### config.mk
export PLATFORM = sky130hd
export DESIGN_NAME = transform_sched_ctrl
export DESIGN_NICKNAME = d
export VERILOG_FILES = /design/src/rtl/transform_sched_ctrl.sv
export SDC_FILE = /design/constraint.sdc
export NUM_CORES = 2
export LEC_CHECK = 0
export CORE_ASPECT_RATIO = 0.8
export CORE_MARGIN = 2
export CORE_UTILIZATION = 45
export DETAILED_ROUTE_END_ITERATION = 10
export SLEW_MARGIN = 20
export SYNTH_ARGS = -nofsm -noshare
export SYNTH_HDL_FRONTEND = slang
export SYNTH_SLANG_ARGS = --single-unit
### constraint.sdc
create_clock -name clk -period 2.9 [get_ports clk]
set_input_delay 0.29 -clock clk [delete_from_list [all_inputs] [get_ports clk]]
set_output_delay 0.29 -clock clk [all_outputs]
set_load 0.005 [all_outputs]
### src/rtl/transform_sched_ctrl.sv
// Sequencer for the transform+activation datapath: optional weight load, row issue,
// in-flight result tracking with output backpressure, and a done pulse once drained.
module transform_sched_ctrl #(
  parameter int psys       = 32,
  parameter int featureLen = 128,
  parameter int k          = 1024,
  parameter int PIPE_LAT   = 2 * psys + 2,
  localparam int W_WORDS   = featureLen * featureLen / psys,
  localparam int WAW       = $clog2(W_WORDS),
  localparam int RAW       = $clog2(k),
  localparam int CW        = $clog2(PIPE_LAT + 1)
) (
  input  logic           clk,
  input  logic           rst,
  input  logic           start,
  input  logic [RAW:0]   numRows,
  input  logic           modeCfg,
  input  logic           skipWeightLoad,
  input  logic           wValid,
  output logic           wReady,
  output logic           weightWriteEnable,
  output logic [WAW-1:0] weightAddr,
  output logic [RAW-1:0] rowbuffer_address,
  output logic           rowRead,
  output logic           sysEnable,
  output logic           mode,
  output logic           resultValid,
  output logic [RAW-1:0] resultRowIdx,
  input  logic           resultReady,
  output logic           busy,
  output logic           done
);

  typedef enum logic [2:0] {
    S_IDLE    = 3'd0,
    S_LOAD_W  = 3'd1,
    S_COMPUTE = 3'd2,
    S_DRAIN   = 3'd3,
    S_FIN     = 3'd4
  } state_t;

  state_t         r_state;
  state_t         w_state_next;
  logic [RAW:0]   r_num_rows;
  logic [RAW:0]   r_row_cnt;
  logic [WAW-1:0] r_waddr;
  logic           r_mode;
  logic [CW-1:0]  r_inflight;
  logic [PIPE_LAT-1:0] r_pipe_vld;
  logic [RAW-1:0] r_pipe_idx [PIPE_LAT];

  logic           w_stall;
  logic           w_issue;
  logic           w_wr;
  logic           w_retire;
  logic           w_start_ok;
  logic           w_last_word;
  logic           w_last_row;
  logic [RAW:0]   w_num_clamped;
  logic [CW-1:0]  w_inflight_next;

  // A stalled result freezes the entire pipeline, including row issue.
  assign w_stall         = r_pipe_vld[PIPE_LAT-1] & ~resultReady;
  assign w_issue         = (r_state == S_COMPUTE) & ~w_stall;
  assign w_wr            = (r_state == S_LOAD_W) & wValid;
  assign w_retire        = r_pipe_vld[PIPE_LAT-1] & ~w_stall;
  assign w_start_ok      = (r_state == S_IDLE) & start;
  assign w_last_word     = (r_waddr == WAW'(W_WORDS - 1));
  assign w_last_row      = (r_row_cnt == (r_num_rows - (RAW+1)'(1)));
  assign w_num_clamped   = (numRows > (RAW+1)'(k)) ? (RAW+1)'(k) : numRows;
  assign w_inflight_next = r_inflight + CW'(w_issue) - CW'(w_retire);

  // State register.
  always_ff @(posedge clk or negedge rst) begin
    if (!rst) begin
      r_state <= S_IDLE;
    end else begin
      r_state <= w_state_next;
    end
  end

  // Next-state logic; DRAIN looks ahead so FIN lands the cycle after the last retire.
  always_comb begin
    w_state_next = r_state;
    case (r_state)
      S_IDLE: begin
        if (start) begin
          if (!skipWeightLoad) begin
            w_state_next = S_LOAD_W;
          end else if (w_num_clamped == (RAW+1)'(0)) begin
            w_state_next = S_FIN;
          end else begin
            w_state_next = S_COMPUTE;
          end
        end else begin
          w_state_next = S_IDLE;
        end
      end
      S_LOAD_W: begin
        if (w_wr && w_last_word) begin
          w_state_next = (r_num_rows == (RAW+1)'(0)) ? S_FIN : S_COMPUTE;
        end else begin
          w_state_next = S_LOAD_W;
        end
      end
      S_COMPUTE: begin
        if (w_issue && w_last_row) begin
          w_state_next = S_DRAIN;
        end else begin
          w_state_next = S_COMPUTE;
        end
      end
      S_DRAIN: begin
        if (w_inflight_next == CW'(0)) begin
          w_state_next = S_FIN;
        end else begin
          w_state_next = S_DRAIN;
        end
      end
      S_FIN:   w_state_next = S_IDLE;
      default: w_state_next = S_IDLE;
    endcase
  end

  // Job configuration, row counter and weight address counter.
  always_ff @(posedge clk or negedge rst) begin
    if (!rst) begin
      r_num_rows <= (RAW+1)'(0);
      r_row_cnt  <= (RAW+1)'(0);
      r_waddr    <= WAW'(0);
      r_mode     <= 1'b0;
    end else if (w_start_ok) begin
      r_num_rows <= w_num_clamped;
      r_row_cnt  <= (RAW+1)'(0);
      r_waddr    <= WAW'(0);
      r_mode     <= modeCfg;
    end else if (r_state == S_FIN) begin
      r_row_cnt  <= (RAW+1)'(0);
      r_waddr    <= WAW'(0);
      r_mode     <= 1'b0;
    end else if (w_wr) begin
      r_waddr    <= w_last_word ? WAW'(0) : r_waddr + WAW'(1);
    end else if (w_issue) begin
      r_row_cnt  <= r_row_cnt + (RAW+1)'(1);
      r_waddr    <= w_last_word ? WAW'(0) : r_waddr + WAW'(1);
    end else begin
      r_row_cnt  <= r_row_cnt;
    end
  end

  // Result tracking shift register; models datapath latency and holds while stalled.
  always_ff @(posedge clk or negedge rst) begin
    if (!rst) begin
      r_pipe_vld <= '0;
      r_inflight <= CW'(0);
      for (int i = 0; i < PIPE_LAT; i++) begin
        r_pipe_idx[i] <= RAW'(0);
      end
    end else if (!w_stall) begin
      r_pipe_vld    <= {r_pipe_vld[PIPE_LAT-2:0], w_issue};
      r_inflight    <= w_inflight_next;
      r_pipe_idx[0] <= w_issue ? r_row_cnt[RAW-1:0] : RAW'(0);
      for (int i = 1; i < PIPE_LAT; i++) begin
        r_pipe_idx[i] <= r_pipe_idx[i-1];
      end
    end else begin
      r_inflight <= r_inflight;
    end
  end

  assign wReady            = (r_state == S_LOAD_W);
  assign weightWriteEnable = w_wr;
  assign weightAddr        = r_waddr;
  assign rowbuffer_address = (r_state == S_COMPUTE) ? r_row_cnt[RAW-1:0] : RAW'(0);
  assign rowRead           = w_issue;
  assign sysEnable         = w_issue;
  assign mode              = r_mode;
  assign resultValid       = r_pipe_vld[PIPE_LAT-1];
  assign resultRowIdx      = r_pipe_idx[PIPE_LAT-1];
  assign busy              = (r_state != S_IDLE);
  assign done              = (r_state == S_FIN);

endmodule

==> out/qor.csv <==
metric;value;unit
period_minus_slack;2840;ps
std_cell_rows;84;
leakage;19.1;nW
drc_errors;0;
grt-ovfl-total;0;
vias;20400;
antenna_found_initial;0;
synthCells;3386;
die_w;292;um
fp.coreArea;65600;um^2
maxSlewViolCount;0;
wl_per_cell;12.0;um
fin_crit_sh;98.0;%
syn_to_final_growth;13.8;%
setup_viol;0;
ant_nets;0;
worstMarginPinSlew;986;ps
endpoint;r_state[1];
yosys_warnings;0;
dieArea;68200;um^2
p_per_area;620;nW/um^2
start_kind;flip-flop;
wl;51.5;mm
irDropWorstVdd;0.409;mV
synth_top_family_by_area;simple AND/OR/NAND/NOR gates;
critPathMaxFanout;3;
numCtsBuffers;76;
post-route-util;51.7;%
io_buffers;54;
hold_class;input pin to asynchronous set/reset pin;
max_slew_margin;34.2;%
synth_compound_gate_area_share;1.19;%
postSynthNetCount;3417;
crit_arrival;3330;ps
drt_iter0_markers;1569;
reg2reg_setup_slack;60;ps
syn_area;29800;um^2
maxCapViolCount;0;
path_delay_family;simple AND/OR/NAND/NOR gates;
dp_hpwl;29.3;mm
final_cell_mix;nand2_1, dfrtp_1, clkbuf_16;
nNetsFinal;3410;
cp.required;3380;ps
r2r-start;r_pipe_vld[65];
status;completed;
synth-seq-cells;768;
crit_type;flip-flop to flip-flop;
cts_sinks;768;
grt_first_pass_wirelength;93.1;mm
avgSynthCellArea;8.79;um^2
ctsHtreeMaxLevel;3;
n_fill_cell;6032;
insertion_delay;610;ps
crit_path_top_delay_cell;or4_1;
ys_async_sr_fraction;100;%
ys_seq_area_share;64.6;%
initial_utilization;45.4;%
synth-main-ff-cell;dfrtp_1;
final_common_cell;nand2_1;
synthAdderAreaFrac;0.572;%
drive_gt1_share;5.87;%
power;21.0;mW
yosys.area_share.simple;29.8;%
root_buffer;clkbuf_16;
viasPerCell;4.75;
synth_cell_types;48;
crit_path_start;r_pipe_vld[65];
diodes;0;
r2r_cells;10;
cts_tree;yes;
clockBufferDepth;3;
synth-xor-area-share;0.941;%
synth_mux_area_share;0.113;%
firstDrtPassIters;5;
path_buf_inv;1;
max_clock_freq;0.352;GHz
end_kind;flip-flop;
track_usage;15.8;%
gp_congestion;0.765;
crit_top_cell;ha_4;
skew;18.9;ps
rsz0062_at_grt;yes;
worst-path-stages;10;
grt_pass1_vias;20300;
grt_max_degree;194;
path_cells;and2_4, ha_4, inv_2, ha_4, fa_2, xor2_2, or3_4, nor4_4, a21oi_2, or4_1;
slowest_delay;420;ps
die_h;234;um
synth_edf_count;0;
ios;55;
rr_endpoint;r_state[1];
hold_viol;0;
clkTransAtPathRegs;70;ps
[timing repair]
item                                    in CTS  in global routing
hold endpoints to repair                    74                  0
pin swaps                                    0                  6
hold buffers                                 1                  0
setup buffers                                0                  1
endpoints found under the setup margin       1                  2
gates resized for setup                      2                 10
cloned                                       0                  0
[logic make-up (layout without fill, tap and decap cells)]
group | after synthesis | count (layout)
AND/OR/NAND/NOR | 2308 | 2308
flip-flops | 768 | 768
buffers and inverters | 205 | 259
AO/OA/AOI/OAI | 57 | 57
XOR/XNOR | 32 | 32
adder cells (fa/ha/maj) | 13 | 13
multiplexers | 3 | 3
[final cells by class]
cell class,instances,area (um^2),share of cell area [%]
multi-input combinational,2413,9830,29.0
clock buffer,112,2300,6.78
clock inverter,27,287,0.846
sequential,768,19200,56.7
timing repair buffer,102,1110,3.28
inverter,18,67.6,0.199
tap,860,1080,3.18
[stage by stage]
stage	cell area [um^2]	hold slack (ps)	setup TNS, ps	setup WS (ps)	instances
detailed placement	31200	234	-1860	-495	4159
floorplan	29800	-5.59	0	12.0	3386
global placement	31200	239	-1290	-433	4159
global route	33900	214	-108	-77.0	4300
finish	33900	212	0	56.8	4300
CTS	33800	190	-60.7	-60.7	4299
[how the worst min path moves through the flow]
stage | startpoint | endpoint | slack [ps]
final | rst | r_pipe_vld[31] | 210
after floorplan | rst | mode | -6
after detailed placement | rst | r_pipe_vld[31] | 230
after global routing | rst | r_pipe_idx[117] | 210
after global placement | rst | r_pipe_vld[32] | 240
after CTS | rst | r_pipe_idx[117] | 190
[layer usage]
| layer | wire length (um) | track usage [%] |
|---|---|---|
| met5 | 0 | 0 |
| met4 | 1090 | 4.53 |
| met3 | 1720 | 3.25 |
| met2 | 23800 | 26.6 |
| met1 | 24900 | 21.0 |
[synth_stat cells (3+ instances only)]
cell | number | share of area, %
a22o_1 | 5 | 0.15
o31ai_1 | 3 | 0.076
or4_1 | 4 | 0.10
or3_1 | 3 | 0.063
nor2b_1 | 5 | 0.11
ha_1 | 12 | 0.50
dfrtp_1 | 768 | 65
nor3b_1 | 3 | 0.076
nand3_1 | 6 | 0.10
and2_1 | 4 | 0.084
mux2_2 | 3 | 0.11
nor4b_1 | 3 | 0.088
xnor2_1 | 21 | 0.62
nand2_1 | 2203 | 28
a21oi_1 | 13 | 0.22
and3_1 | 12 | 0.25
nor3_1 | 14 | 0.24
xor2_1 | 11 | 0.32
buf_4 | 11 | 0.28
nand2b_1 | 11 | 0.23
o221ai_1 | 3 | 0.088
nand4_1 | 3 | 0.063
buf_1 | 12 | 0.15
o21ai_0 | 21 | 0.35
inv_1 | 18 | 0.23
nor4_1 | 4 | 0.084
nor2_1 | 23 | 0.29
clkbuf_1 | 160 | 2.0
[registers in the layout (all words and copies together) (netlist names)]
signal and count:
r_pipe_vld 66, r_inflight 7, resultRowIdx 10, mode 1, r_state 3, r_pipe_idx 650
r_num_rows 11, r_row_cnt 11, weightAddr 9
[report_power, final]
part | total (mW) | internal (mW) | switching, mW
Sequential | 10.7 | 10.7 | 0.00505
Clock | 9.99 | 5.88 | 4.11
Combinational | 0.285 | 0.0623 | 0.223
(Power assumes the default switching activity.)
==> RTL change: new RTL, config.mk and constraints unchanged <==
`featureLen`: 128 -> 256.
--- a/src/rtl/transform_sched_ctrl.sv
+++ b/src/rtl/transform_sched_ctrl.sv
@@ -2,7 +2,7 @@
 // in-flight result tracking with output backpressure, and a done pulse once drained.
 module transform_sched_ctrl #(
   parameter int psys       = 32,
-  parameter int featureLen = 128,
+  parameter int featureLen = 256,
   parameter int k          = 1024,
   parameter int PIPE_LAT   = 2 * psys + 2,
   localparam int W_WORDS   = featureLen * featureLen / psys,
Interface: changed (resized weightAddr); port bits go from 55 to 57. No check against the original RTL was run, so the function may have changed too.
==> RTL change against the unedited design <==
Clock skew shrank 0.0063 ns. Critical endpoint is now r_pipe_vld[55]. Largest power group unchanged. Power shrank 1.4%. Wire length is essentially flat. Sequential cell count grew 2. Hold slack gained 0.016 ns. Sequential power is essentially flat. Critical path type unchanged. Final area is essentially flat. Worst setup slack gained 0.12 ns. Synthesized area grew 0.21%.
==> RTL change: results (changes against the unedited design) <==
Run status - finished clean
Average footprint of a synthesized cell - 8.85 sq um (+0.65%)
All-layer global routing usage - 15.8% (about the same)
Grt met2 use - 27.8% (+1.2 points)
Kind of cell adding the most delay to the critical path - buffers and inverters
Layout cells sized above 1 - 5.57% (-0.30 points)
Synthesized-area fraction occupied by ao, oa, aoi and oai cells - 1.31% (+0.12 points)
# nets final - 3401 (-0.26%)
Sequential area share after synthesis - 64.6% (about the same)
Maximum number of pins on one net before global-route repair - 252 (+30%)
Routed length on met3 - 1550 um (-9.8%)
Post-Place Cell Area - 31400 sq um (+0.45%)
First-pass GRT wire length - 93300 um (+0.21%)
Critical path data arrival time - 3.27 ns (-0.06 ns)
Initial detailed-routing violation count - 1628 (+3.8%)
Fraction of the mapped netlist area in adder cells - 0.487% (-0.085 points)
Cell leakage power - 18.2 nW (-4.9%)
Distinct cells, synth - 53 (+10%)
Cell total after placement - 4153 (-0.14%)
Transition at the pin with the smallest max-transition slack - 1.21 ns (+0.225 ns)
Iteration count of the initial detailed-routing pass - 7 (+2)
Vias per std cell - 4.79 (+0.76%)
DP Worst Slack - -0.287 ns (+0.208 ns)
Max rail drop VDD - 0.356 mV (-13%)
Met1 usage in global routing - 20.0% (-0.98 points)
Synth top area cells - sky130_fd_sc_hd__dfrtp_1, sky130_fd_sc_hd__nand2_1, sky130_fd_sc_hd__clkbuf_1
Routed length on met2 - 24900 um (+4.5%)
Count of port buffers added during placement - 56 (+3.7%)
[RTL change: cell types whose count changed in the layout (fill, tap and decap cells not counted), sizes merged, moves of 8 or more]
cell   change
and3       -8
mux2       +8
nand2     -22
and2       +8
nand3     +11
[RTL change: report_power, final]
part | switching (mW) | internal [mW] | total (mW)
Combinational | 0.221 | 0.0638 | 0.285
Clock | 4.02 | 5.64 | 9.67
Sequential | 0 | 10.7 | 10.7
[RTL change: final cells by class]
type | instances | area, sq um
sequential | 770 | 19300
fill | 5956 | 31800
timing repair buffer | 106 | 1180
tap | 860 | 1080
clock inverter | 20 | 183
multi-input combinational | 2404 | 9810
clock buffer | 116 | 2290
inverter | 14 | 52.6
[RTL change: per-stage QoR]
stage	util [%]	setup TNS, ns
5_1_grt	51.6	0
2_1_floorplan	-	0
6_report	51.6	0
3_3_place_gp	47.7	-37.04
4_1_cts	51.5	0
3_5_place_dp	47.7	-32.77
[RTL change: what timing repair did]
item,in CTS,in global routing
hold endpoints to repair,52,0
resized for setup,0,4
hold buffers,1,0
setup endpoints to repair,0,8
[RTL change: kinds of logic after synthesis]
logic type,Yosys count
adders and majority gates,11
AOI/OAI and AO/OA,60
xor gates and xnor gates,33
and+or+nand+nor,2287
buffers and inverters,197
DFF,770
muxes,13
[RTL change: worst paths after layout]
kind	startpoint	to	slack (ns)	depth (start not counted)
worst max-delay path	r_pipe_vld[65]	r_pipe_vld[55]	0.17	7
worst min-delay path	rst	r_num_rows[2]	0.23	2
worst max register to register	r_pipe_vld[65]	r_pipe_vld[55]	0.17	7
worst min register to register	r_pipe_idx[157]	r_pipe_idx[157]	0.46	2
max in group asynchronous	rst	r_pipe_idx[106]	1.63	3
min in group clk	modeCfg	mode	0.24	3
